`src/rtl/cpu_run_ctrl.sv`:
```
// cpu_run_ctrl: streams a program into instruction memory, then sequences the MIPS core
// through run / single-step / halt. Define BREAKPOINT_EN to add the PC breakpoint unit.
module cpu_run_ctrl #(
  parameter int IMEM_DEPTH = 1024,
  parameter int ADDR_W     = 10
) (
  input  logic              clk_i,
  input  logic              rst_ni,
  input  logic              ld_valid_i,
  input  logic [31:0]       ld_data_i,
  input  logic              ld_last_i,
  output logic              ld_ready_o,
  input  logic              cmd_run_i,
  input  logic              cmd_step_i,
  input  logic              cmd_halt_i,
  input  logic              cmd_load_i,
  input  logic [31:0]       pc_i,
`ifdef BREAKPOINT_EN
  input  logic              bp_en_i,
  input  logic [ADDR_W-1:0] bp_addr_i,
  output logic              bp_hit_o,
`endif
  output logic              imem_we_o,
  output logic [ADDR_W-1:0] imem_waddr_o,
  output logic [31:0]       imem_wdata_o,
  output logic              cpu_reset_o,
  output logic              cpu_en_o,
  output logic [1:0]        state_o,
  output logic [ADDR_W:0]   words_loaded_o,
  output logic              load_ovf_o,
  output logic [31:0]       cycles_run_o
);

  typedef enum logic [2:0] {
    ST_IDLE = 3'd0,
    ST_LOAD = 3'd1,
    ST_HALT = 3'd2,
    ST_RUN  = 3'd3,
    ST_STEP = 3'd4
  } state_e;

  state_e              state_q, state_d;
  logic [ADDR_W:0]     words_q, words_d;
  logic                ovf_q, ovf_d;
  logic [31:0]         cycles_q;
  logic                imem_we_q;
  logic [ADDR_W-1:0]   imem_waddr_q;
  logic [31:0]         imem_wdata_q;
  logic                xfer_s;
  logic                at_end_s;
  logic                bp_stop_s;
  logic                unused_pc_s;

`ifdef BREAKPOINT_EN
  logic bp_hit_q;
  logic first_run_q;

  // The first RUN cycle after HALT ignores the match so a resumed breakpoint executes.
  assign bp_stop_s   = (state_q == ST_RUN) && bp_en_i && !first_run_q &&
                       (pc_i[ADDR_W+1:2] == bp_addr_i);
  assign unused_pc_s = ^{pc_i[31:ADDR_W+2], pc_i[1:0]};
  assign bp_hit_o    = bp_hit_q;

  // Breakpoint status and resume mask.
  always_ff @(posedge clk_i or negedge rst_ni) begin
    if (!rst_ni) begin
      bp_hit_q    <= 1'b0;
      first_run_q <= 1'b0;
    end else begin
      first_run_q <= (state_q == ST_HALT) && (state_d == ST_RUN);
      if (bp_stop_s) begin
        bp_hit_q <= 1'b1;
      end else if ((state_q == ST_HALT) && (state_d != ST_HALT)) begin
        bp_hit_q <= 1'b0;
      end
    end
  end
`else
  assign bp_stop_s   = 1'b0;
  assign unused_pc_s = ^pc_i;
`endif

  assign xfer_s   = ld_valid_i && ld_ready_o;
  assign at_end_s = (words_q[ADDR_W-1:0] == ADDR_W'(IMEM_DEPTH - 1));

  // Next-state logic: load sequencing and command decode (halt > step > run > load).
  always_comb begin
    state_d = state_q;
    words_d = words_q;
    ovf_d   = ovf_q;
    case (state_q)
      ST_IDLE, ST_LOAD: begin
        if (xfer_s) begin
          words_d = words_q + {{ADDR_W{1'b0}}, 1'b1};
          if (ld_last_i) begin
            state_d = ST_HALT;
          end else if (at_end_s) begin
            ovf_d   = 1'b1;
            state_d = ST_HALT;
          end else begin
            state_d = ST_LOAD;
          end
        end else begin
          state_d = state_q;
        end
      end
      ST_HALT: begin
        if (cmd_halt_i) begin
          state_d = ST_HALT;
        end else if (cmd_step_i) begin
          state_d = ST_STEP;
        end else if (cmd_run_i) begin
          state_d = ST_RUN;
        end else if (cmd_load_i) begin
          state_d = ST_IDLE;
          words_d = '0;
          ovf_d   = 1'b0;
        end else begin
          state_d = ST_HALT;
        end
      end
      ST_RUN: begin
        if (bp_stop_s || cmd_halt_i) begin
          state_d = ST_HALT;
        end else begin
          state_d = ST_RUN;
        end
      end
      ST_STEP: state_d = ST_HALT;
      default: state_d = ST_IDLE;
    endcase
  end

  // Output decode from the current state.
  always_comb begin
    state_o     = 2'd0;
    cpu_reset_o = 1'b1;
    cpu_en_o    = 1'b0;
    ld_ready_o  = 1'b0;
    case (state_q)
      ST_IDLE: begin
        state_o    = 2'd0;
        ld_ready_o = 1'b1;
      end
      ST_LOAD: begin
        state_o    = 2'd1;
        ld_ready_o = 1'b1;
      end
      ST_HALT: begin
        state_o     = 2'd2;
        cpu_reset_o = 1'b0;
      end
      ST_RUN: begin
        state_o     = 2'd3;
        cpu_reset_o = 1'b0;
        cpu_en_o    = !bp_stop_s;
      end
      ST_STEP: begin
        state_o     = 2'd3;
        cpu_reset_o = 1'b0;
        cpu_en_o    = 1'b1;
      end
      default: begin
        state_o     = 2'd0;
        cpu_reset_o = 1'b1;
      end
    endcase
  end

  // State, load counters and the registered instruction-memory write port.
  always_ff @(posedge clk_i or negedge rst_ni) begin
    if (!rst_ni) begin
      state_q      <= ST_IDLE;
      words_q      <= '0;
      ovf_q        <= 1'b0;
      cycles_q     <= 32'd0;
      imem_we_q    <= 1'b0;
      imem_waddr_q <= '0;
      imem_wdata_q <= 32'd0;
    end else begin
      state_q   <= state_d;
      words_q   <= words_d;
      ovf_q     <= ovf_d;
      cycles_q  <= cycles_q + {31'd0, cpu_en_o};
      imem_we_q <= xfer_s;
      if (xfer_s) begin
        imem_waddr_q <= words_q[ADDR_W-1:0];
        imem_wdata_q <= ld_data_i;
      end
    end
  end

  assign imem_we_o      = imem_we_q;
  assign imem_waddr_o   = imem_waddr_q;
  assign imem_wdata_o   = imem_wdata_q;
  assign words_loaded_o = words_q;
  assign load_ovf_o     = ovf_q;
  assign cycles_run_o   = cycles_q;

endmodule

```
`config.mk`:
```
export PLATFORM = sky130hd
export DESIGN_NAME = cpu_run_ctrl
export DESIGN_NICKNAME = d
export VERILOG_FILES = /design/src/rtl/cpu_run_ctrl.sv
export SDC_FILE = /design/constraint.sdc
export NUM_CORES = 1
export LEC_CHECK = 0
export BUFFER_PORTS_ARGS = -buffer_cell sky130_fd_sc_hd__buf_2
export CORE_MARGIN = 3
export CORE_UTILIZATION = 45
export DETAILED_ROUTE_END_ITERATION = 10
export PLACE_DENSITY = 0.81
export SYNTH_ARGS = -nofsm -noshare
export SYNTH_HDL_FRONTEND = slang
export SYNTH_SLANG_ARGS = --single-unit
```
`constraint.sdc`:
```
create_clock -name clk_i -period 2.8 [get_ports clk_i]
set_input_delay 0.56 -clock clk_i [delete_from_list [all_inputs] [get_ports clk_i]]
set_output_delay 0.56 -clock clk_i [all_outputs]
set_load 0.05 [all_outputs]
```
==> impl_metrics.yaml, run 1 <==
sta:
  max_freq_mhz: 400
  worst_clock_skew_ps: 12.3
  rsz0062_at_grt: "no"
  setup_viol_count_final: 0
  hold_ws_ps: 234
  fin_tns_setup_ps: 0
  hold_violations: 0
  fin_crit_ps: 2500
  maxSlewViolCount: 0
  slew-limit-headroom_pct: 57.5
  post-route-period-util_pct: 89.2
  worstMarginPinSlew_ps: 637
  fin_ws_ps: 301
synthesis:
  synth_fp_nets: 455
  synth_top_family_by_area: "simple AND/OR/NAND/NOR gates"
  synth_cell_type_count: 33
  synthCells: 380
  mappedNetlistArea_um2: 3770
  synth_compound_area_share_pct: 2.72
  ys_ff_latch: 90
  yosys_warnings: 0
  seq_area_frac_synth_pct: 59.7
  yosys.area_share.simple_pct: 25.8
  synth_fa_ha_area_share_pct: 0.995
  avgSynthCellArea_um2: 9.92
  synth-xor-area-share_pct: 8.59
  synthMuxAreaShare_pct: 0
route:
  drt_iter0_markers: 124
  drc: 0
  routed_wl_um: 8430
  wl_met3_um: 419
  wl_per_cell_um: 13.6
  ant_nets: 0
  routed-wl-met2_um: 4210
  vias_per_cell: 4.85
  vias: 3013
  routed.top_layer: "met4"
  wl_met1_um: 3600
  first_pass_iters: 4
layout:
  drive_above_1_share_pct: 30.4
  final_nets: 589
  utilization_pct: 60.1
  area_growth_pct: 26.3
  n_antenna_cell: 0
pwr:
  p_leak_nw: 2.62
  p_int_mw: 2.77
  switchingPower_mw: 2.99
  power_frac_clock_pct: 15.9
  peakVddDrop_mv: 0.799
  comb_power_share_pct: 48.9
  switching_share_pct: 51.9
  power_frac_seq_pct: 35.2
  p_per_area_nw_per_um2: 1210
job:
  maxCapViolations: 0
global_route:
  grt_usage_pct: 18.3
  grt.overflow.total: 0
  grt_start_max_net_pins: 52
  grt_pass1_wl_um: 14400
  antenna_found_initial: 0
  grt_pass1_vias: 2989
clock_network:
  holdBufCountCts: 0
  clock_latency_ps: 350
  tritoncts.num_buffers: 9
  path_clk_slew_ps: 90
  cts_root_buffer: "clkbuf_8"
  cts_sinks: 90
  tritoncts: "done"
  cts-resized-gates: 0
  cts.path.max_buffers: 2
  post-cts-setup-buffers: 0
  cts_htree_levels: 3
critical_path:
  slowest_stage: "nor4_4"
  cp.arrival_ps: 2740
  crit_start: "state_q[1]$_DFFE_PN0P_"
  cp_cell_sequence: "nor2b_1 > a21o_1 > ha_1 > ha_1 > nand3_1 > nor4_4 > nand4_1 > xnor2_1"
  slowest_delay_ps: 460
  start_kind: "flop"
  rr_startpoint: "state_q[1]$_DFFE_PN0P_"
  critPathKind: "flop to flop"
  cp_max_fo: 9
  required_ps: 3040
  end_kind: "flop"
  cp_common_cell: "ha_1"
status:
  status: "finished clean"
die:
  row_count: 32
  die_h_um: 97.5
  die_area_um2: 9520
  ios: 164
  core-area_um2: 7930
  start_util_pct: 47.6
  die_x_um: 97.5
placed_design:
  routabilityCongestion: 0.790
  pre_cts_ws_ps: 297
  dp_hpwl_um: 6250
  portBuffers: 131
min_path:
  hold_path.class: "input pin to asynchronous set/reset pin"
## worst max-delay path, delay by kind of cell (launching register included)
kind                       cells  cell delay [ps]
xor gates and xnor gates       1              160
DFF                            1              420
and+or+nand+nor                4             1150
AOI/OAI and AO/OA              1              190
adders and majority gates      2              480
## state kept, by name, indices dropped and copies added (netlist names)
register and cells:
imem_wdata_o 32, words_loaded_o 11, state_q 3, imem_we_o 1, load_ovf_o 1, cycles_run_o 32
imem_waddr_o 10
## through the flow
step	cells	power, mW	cell area, um^2
CTS	621	5.82	4760
global route	621	6.09	4760
detailed placement	605	4.90	4550
global placement	605	4.83	4550
finish	621	5.76	4760
floorplan	380	4.16	3770
## Yosys cell counts
cell      number  share of area [%]
ha_1           3                1.0
a21oi_1        3               0.40
o21ai_0        8                1.1
a211oi_1       1               0.20
and4_1         4               0.93
nand4_1       10                1.7
a21o_1         2               0.40
nor4_4         2                1.1
o31ai_1        1               0.20
buf_2          1               0.13
nand3_1       14                1.9
clkbuf_1      11                1.1
and2_1         3               0.50
nor2b_1        2               0.33
and3_1         5               0.83
or3_1          3               0.50
a221o_1        1               0.27
xor2_1         9                2.1
nand2_1      138                 14
nor2_1        16                1.6
inv_2          1              0.099
and4b_1        1               0.27
or2_2          2               0.33
inv_1          8               0.80
nand3b_1       2               0.40
xnor2_1       28                6.5
dfrtp_1       90                 60
nor3b_1        1               0.20
or3b_1         1               0.23
nor4_1         3               0.50
nor4_2         1               0.33
o21bai_1       1               0.20
nor3_1         4               0.53
## power by group through the flow
stage | registers [mW] | logic (mW) | clock network [mW]
floorplan | 3.44 | 0.725 | 0
global placement | 2.04 | 2.79 | 0
detailed placement | 2.06 | 2.84 | 0
CTS | 2.03 | 2.85 | 0.947
global route | 2.10 | 2.98 | 1.01
finish | 2.03 | 2.82 | 0.917
## final timing paths
check | endpoint | slack (ps) | cells past startpoint
max reg2reg | cycles_run_o[28]$_DFF_PN0_ | 300 | 8
max | cycles_run_o[28]$_DFF_PN0_ | 300 | 8
min reg2reg | cycles_run_o[31]$_DFF_PN0_ | 470 | 1
max in group asynchronous | words_loaded_o[10]$_DFFE_PN0P_ | 1910 | 2
min | imem_wdata_o[27]$_DFFE_PN0P_ | 230 | 1
min in group clk_i | imem_wdata_o[3]$_DFFE_PN0P_ | 400 | 3
## final cells by class
cell class,count,area (um^2)
Clock buffer,11,151
Clock inverter,5,60.1
Fill cell,684,3160
Inverter,9,33.8
Multi-Input combinational cell,269,1440
Sequential cell,90,2250
Tap cell,102,128
Timing Repair Buffer,135,701
## kinds of logic after synthesis
| logic type | after synthesis |
|---|---|
| AND/OR/NAND/NOR | 212 |
| flip-flops | 90 |
| XOR/XNOR | 37 |
| buffers and inverters | 21 |
| AO/OA/AOI/OAI | 17 |
| adder cells (fa/ha/maj) | 3 |
## layer usage
metal | GRT usage, % | up-vias
li1 | - | 1499
met1 | 23.2 | 1410
met2 | 30.8 | 90
met3 | 3.23 | 14
met4 | 8.09 | 0
met5 | 0 | -
## cells in the final DEF (no fill, tap or decap), types with 3 or more instances in the layout
cell type  netlist  final
a21oi_1          3      3
and2_1           3      3
and3_1           5      5
and4_1           4      4
buf_2            1    130
buf_4            0      4
clkbuf_8         0     11
dfrtp_1         90     90
ha_1             3      3
inv_1            8      8
nand2_1        138    138
nand3_1         14     14
nand4_1         10     10
nor2_1          16     16
nor3_1           4      4
nor4_1           3      3
o21ai_0          8      8
or3_1            3      3
xnor2_1         28     28
xor2_1           9      9
Power figures use the tool's default switching activity.
==> run 2, diff against run 1 <==
--- a/config.mk
+++ b/config.mk
@@ -8,6 +8,7 @@
 export BUFFER_PORTS_ARGS = -buffer_cell sky130_fd_sc_hd__buf_2
 export CORE_MARGIN = 3
 export CORE_UTILIZATION = 45
+export CTS_BUF_LIST = sky130_fd_sc_hd__clkbuf_2
 export DETAILED_ROUTE_END_ITERATION = 10
 export PLACE_DENSITY = 0.81
 export SYNTH_ARGS = -nofsm -noshare
==> impl_metrics.yaml, run 2 (same netlist as run 1, synthesis figures left out) <==
min_path:
  min_from: "ld_data_i[3]"
  hold-path-endpoint: "imem_wdata_o[3]$_DFFE_PN0P_"
  worstHoldPathCells: 3
  hold_path.class: "input pin to flop"
sta:
  worst_clock_skew_ps: 40.7
  fin_ws_ps: 309
  fin_crit_ps: 2490
  rsz0062_at_grt: "no"
  slew-limit-headroom_pct: 57.3
  hold_violations: 0
  max_freq_mhz: 401
  post-route-period-util_pct: 89.0
  worstMarginPinSlew_ps: 640
  maxSlewViolCount: 0
  setup_viol_count_final: 0
  fin_tns_setup_ps: 0
global_route:
  grt.overflow.total: 0
  antenna_found_initial: 0
  grt_pass1_vias: 2987
  grt_pass1_wl_um: 14400
  grt_start_max_net_pins: 52
  grt_usage_pct: 18.4
placed_design:
  routabilityCongestion: 0.790
  dp_hpwl_um: 6250
  portBuffers: 131
  pre_cts_ws_ps: 297
route:
  drc: 0
  routed.top_layer: "met4"
  routed-wl-met2_um: 4240
  ant_nets: 0
  wl_met1_um: 3640
  vias: 3019
  wl_per_cell_um: 13.6
  drt_iter0_markers: 122
  routed_wl_um: 8470
  wl_met3_um: 373
  first_pass_iters: 5
  vias_per_cell: 4.85
die:
  die_h_um: 97.5
  die_area_um2: 9520
  row_count: 32
  ios: 164
  die_x_um: 97.5
  core-area_um2: 7930
  start_util_pct: 47.6
layout:
  multi_input_area_um2: 1440
  area_growth_pct: 24.0
  final_common_cell: "nand2_1"
  final-seq-area_um2: 2250
  drive_above_1_share_pct: 30.0
  n_fill_cell: 691
  final_nets: 590
  final_cell_mix: "nand2_1 (138), buf_2 (130), dfrtp_1 (90)"
  n_antenna_cell: 0
status:
  status: "finished clean"
critical_path:
  crit_start: "state_q[1]$_DFFE_PN0P_"
  rrSetupSlack_ps: 310
  end_kind: "flop"
  cp.arrival_ps: 2940
  cp_max_fo: 9
  required_ps: 3250
  rr_startpoint: "state_q[1]$_DFFE_PN0P_"
  critPathKind: "flop to flop"
  start_kind: "flop"
  worst-r2r-cell-count: 8
  reg2reg_to: "cycles_run_o[28]$_DFF_PN0_"
clock_network:
  tritoncts.num_buffers: 9
  path_clk_slew_ps: 260
  holdBufCountCts: 1
  cts_sinks: 90
  post-cts-setup-buffers: 0
  tritoncts: "done"
  cts_htree_levels: 3
  cts-resized-gates: 0
  cts.path.max_buffers: 2
  cts_root_buffer: "clkbuf_2"
  clock_latency_ps: 520
pwr:
  p_per_area_nw_per_um2: 1170
  peakVddDrop_mv: 0.743
  p_leak_nw: 2.59
job:
  maxCapViolations: 0
[run 2: routing by layer]
layer  global-route usage [%]  vias up
met2                     30.9       80
met5                        0        -
met3                     3.02       15
met1                     23.4     1415
li1                         -     1509
met4                     8.41        0
[run 2: cell type report]
| cell class | instances | share of cell area, % |
|---|---|---|
| repair buffers | 136 | 15.2 |
| well taps | 102 | 2.73 |
| flip-flops and latches | 90 | 48.2 |
| multi-input cells | 269 | 30.8 |
| clock inverters | 7 | 1.45 |
| clock buffers | 9 | 0.963 |
| inverters | 9 | 0.723 |
[run 2: how the worst max path moves through the flow]
stage	slack, ps	to	cells after the start
after floorplan	240	cycles_run_o[28]$_DFF_PN0_	8
after global placement	360	cycles_run_o[18]$_DFF_PN0_	8
after detailed placement	300	cycles_run_o[28]$_DFF_PN0_	8
after CTS	280	cycles_run_o[28]$_DFF_PN0_	8
after global routing	30	cycles_run_o[28]$_DFF_PN0_	8
final	310	cycles_run_o[28]$_DFF_PN0_	8
[run 2: critical path, stage by stage, from the launching register on]
cell and delay [ps]:
dfrtp_1 470, nor2b_1 360, a21o_1 190, ha_1 220, ha_1 260, nand3_1 140
nor4_4 460, nand4_1 190, xnor2_1 160
[run 2: per-stage QoR]
step	hold slack [ps]	utilization [%]	instances	total power [mW]	instance area [um^2]
3_5_place_dp	458	57.4	605	4.90	4550
5_1_grt	151	59.0	622	5.81	4680
3_3_place_gp	453	57.4	605	4.83	4550
6_report	208	59.0	622	5.49	4680
4_1_cts	144	59.0	622	5.54	4680
2_1_floorplan	264	-	380	4.16	3770
[run 2: power by group]
group          switching (mW)  leakage, nW  internal [mW]
combinational            2.23         1.35          0.590
sequential              0.319         1.17           1.71
clock                   0.432       0.0678          0.206
total                    2.98         2.59           2.51
==> run 3, diff against run 2 <==
==> constraint.sdc (replaced) <==
create_clock -name clk_i -period 2.8 [get_ports clk_i]
set_input_delay 0.28 -clock clk_i [delete_from_list [all_inputs] [get_ports clk_i]]
set_output_delay 0.28 -clock clk_i [all_outputs]
set_load 0.05 [all_outputs]
==> impl_metrics.yaml, run 3 (same netlist as run 1, synthesis figures left out) <==
status:
  status: "finished clean"
route:
  routed_wl_um: 9280
  vias: 3201
  ant_nets: 0
  drc: 0
  drt_iter0_markers: 98
  vias_per_cell: 4.88
  first_pass_iters: 6
  wl_per_cell_um: 14.2
sta:
  worstMarginPinSlew_ps: 1120
  fin_crit_ps: 2500
  hold_violations: 0
  post-route-period-util_pct: 89.4
  setup_viol_count_final: 0
  fin_ws_ps: 297
  rsz0062_at_grt: "no"
  fin_tns_setup_ps: 0
  max_freq_mhz: 400
  slew-limit-headroom_pct: 25.2
  worst_clock_skew_ps: 37.5
  maxSlewViolCount: 0
die:
  core-area_um2: 7930
  start_util_pct: 47.6
  die_x_um: 97.5
  row_count: 32
  die_h_um: 97.5
  die_area_um2: 9520
  ios: 164
global_route:
  grt_start_max_net_pins: 91
  grt_pass1_wl_um: 15400
  gr-usage-met2_pct: 34.5
  grt_pass1_vias: 3208
  use_met1_pct: 24.0
  antenna_found_initial: 0
  grt-busiest-layer: "met2"
  grt.overflow.total: 0
  grt_usage_pct: 19.6
  gr-usage-met3_pct: 3.45
pwr:
  peakVddDrop_mv: 0.958
  p_total_mw: 5.55
  p_leak_nw: 2.72
  p_per_area_nw_per_um2: 1110
critical_path:
  cp.buffers_inverters: 0
  slowest_delay_ps: 470
  end_kind: "flop"
  slowest_stage: "dfrtp_1"
  cp_max_fo: 9
  start_kind: "flop"
  cp_cell_sequence: "nor2b_1 > a21o_1 > ha_1 > ha_1 > nand3_1 > nor4_4 > nand3_1 > xnor2_1"
  required_ps: 3200
  cp.arrival_ps: 2900
  critPathKind: "flop to flop"
  critical-path-top-delay-family: "simple AND/OR/NAND/NOR gates"
clock_network:
  tritoncts: "done"
  cts_root_buffer: "clkbuf_2"
  cts.path.max_buffers: 2
  clock_latency_ps: 510
  post-cts-setup-buffers: 0
  cts_sinks: 90
  tritoncts.num_buffers: 9
  cts_htree_levels: 3
  path_clk_slew_ps: 210
layout:
  utilization_pct: 63.1
  n_fill_cell: 664
  drive_above_1_share_pct: 28.7
  n_antenna_cell: 0
  final_cell_mix: "nand2_1 (138), buf_2 (130), dfrtp_1 (90)"
  final_nets: 624
  area_growth_pct: 32.6
  final_common_cell: "nand2_1"
placed_design:
  routabilityCongestion: 0.801
  dp_hpwl_um: 6170
  pre_cts_ws_ps: 300
  portBuffers: 131
min_path:
  hold_path.class: "input pin to flop"
job:
  maxCapViolations: 0
## run 3: cell types whose count changed in the layout (fill, tap and decap cells not counted)
cell and delta:
clkbuf_2 +3, clkinv_1 -2, inv_6 -2, clkinvlp_4 +2
buf_12 -1, dlygate4sd3_1 +33, buf_4 +2, clkinv_2 -1
## run 3: repair_timing
action	CTS	global route
hold endpoints to repair	96	1
setup endpoints to repair	0	0
hold buffers	33	1
gates resized for setup	0	0
## run 3: worst min-delay path, delay by kind of cell
kind | cells | cell delay (ps)
AOI/OAI and AO/OA | 1 | 60
buffers and inverters | 1 | 80
and+or+nand+nor | 1 | 100
## run 3: per-stage QoR
stage	area, um^2	instances	hold WS [ps]
after floorplan	3770	380	-15.6
after global placement	4550	606	452
after detailed placement	4550	606	457
after CTS	4990	655	11.3
after global routing	5000	656	18.1
final	5000	656	53.3
## run 3: power by group
group / total, mW / switching (mW) / internal, mW
sequential: 2.04 / 0.324 / 1.71
combinational: 2.88 / 2.25 / 0.628
clock: 0.638 / 0.422 / 0.216
## run 3: area by class of cell
type	instances	area [um^2]	share of cell area [%]
Multi-Input combinational cell	269	1440	28.8
Clock buffer	12	60.1	1.20
Inverter	9	33.8	0.676
Clock inverter	4	52.6	1.05
Tap cell	102	128	2.55
Timing Repair Buffer	170	1040	20.7
Sequential cell	90	2250	45.0
## run 3: final timing paths
path,cells past startpoint,slack (ps),to,from
min in group asynchronous,2,460,imem_wdata_o[30]$_DFFE_PN0P_,rst_ni
min,3,50,state_q[0]$_DFFE_PN0P_,cmd_halt_i
max reg2reg,8,300,cycles_run_o[22]$_DFF_PN0_,state_q[1]$_DFFE_PN0P_
max in group asynchronous,2,1570,imem_waddr_o[7]$_DFFE_PN0P_,rst_ni
min reg2reg,1,490,cycles_run_o[31]$_DFF_PN0_,cycles_run_o[31]$_DFF_PN0_
max,8,300,cycles_run_o[22]$_DFF_PN0_,state_q[1]$_DFFE_PN0P_
## run 3: layer usage
layer,routed length [um],vias to the layer above
met4,154,0
met2,4910,78
met3,347,14
met5,0,-
li1,-,1570
met1,3880,1539
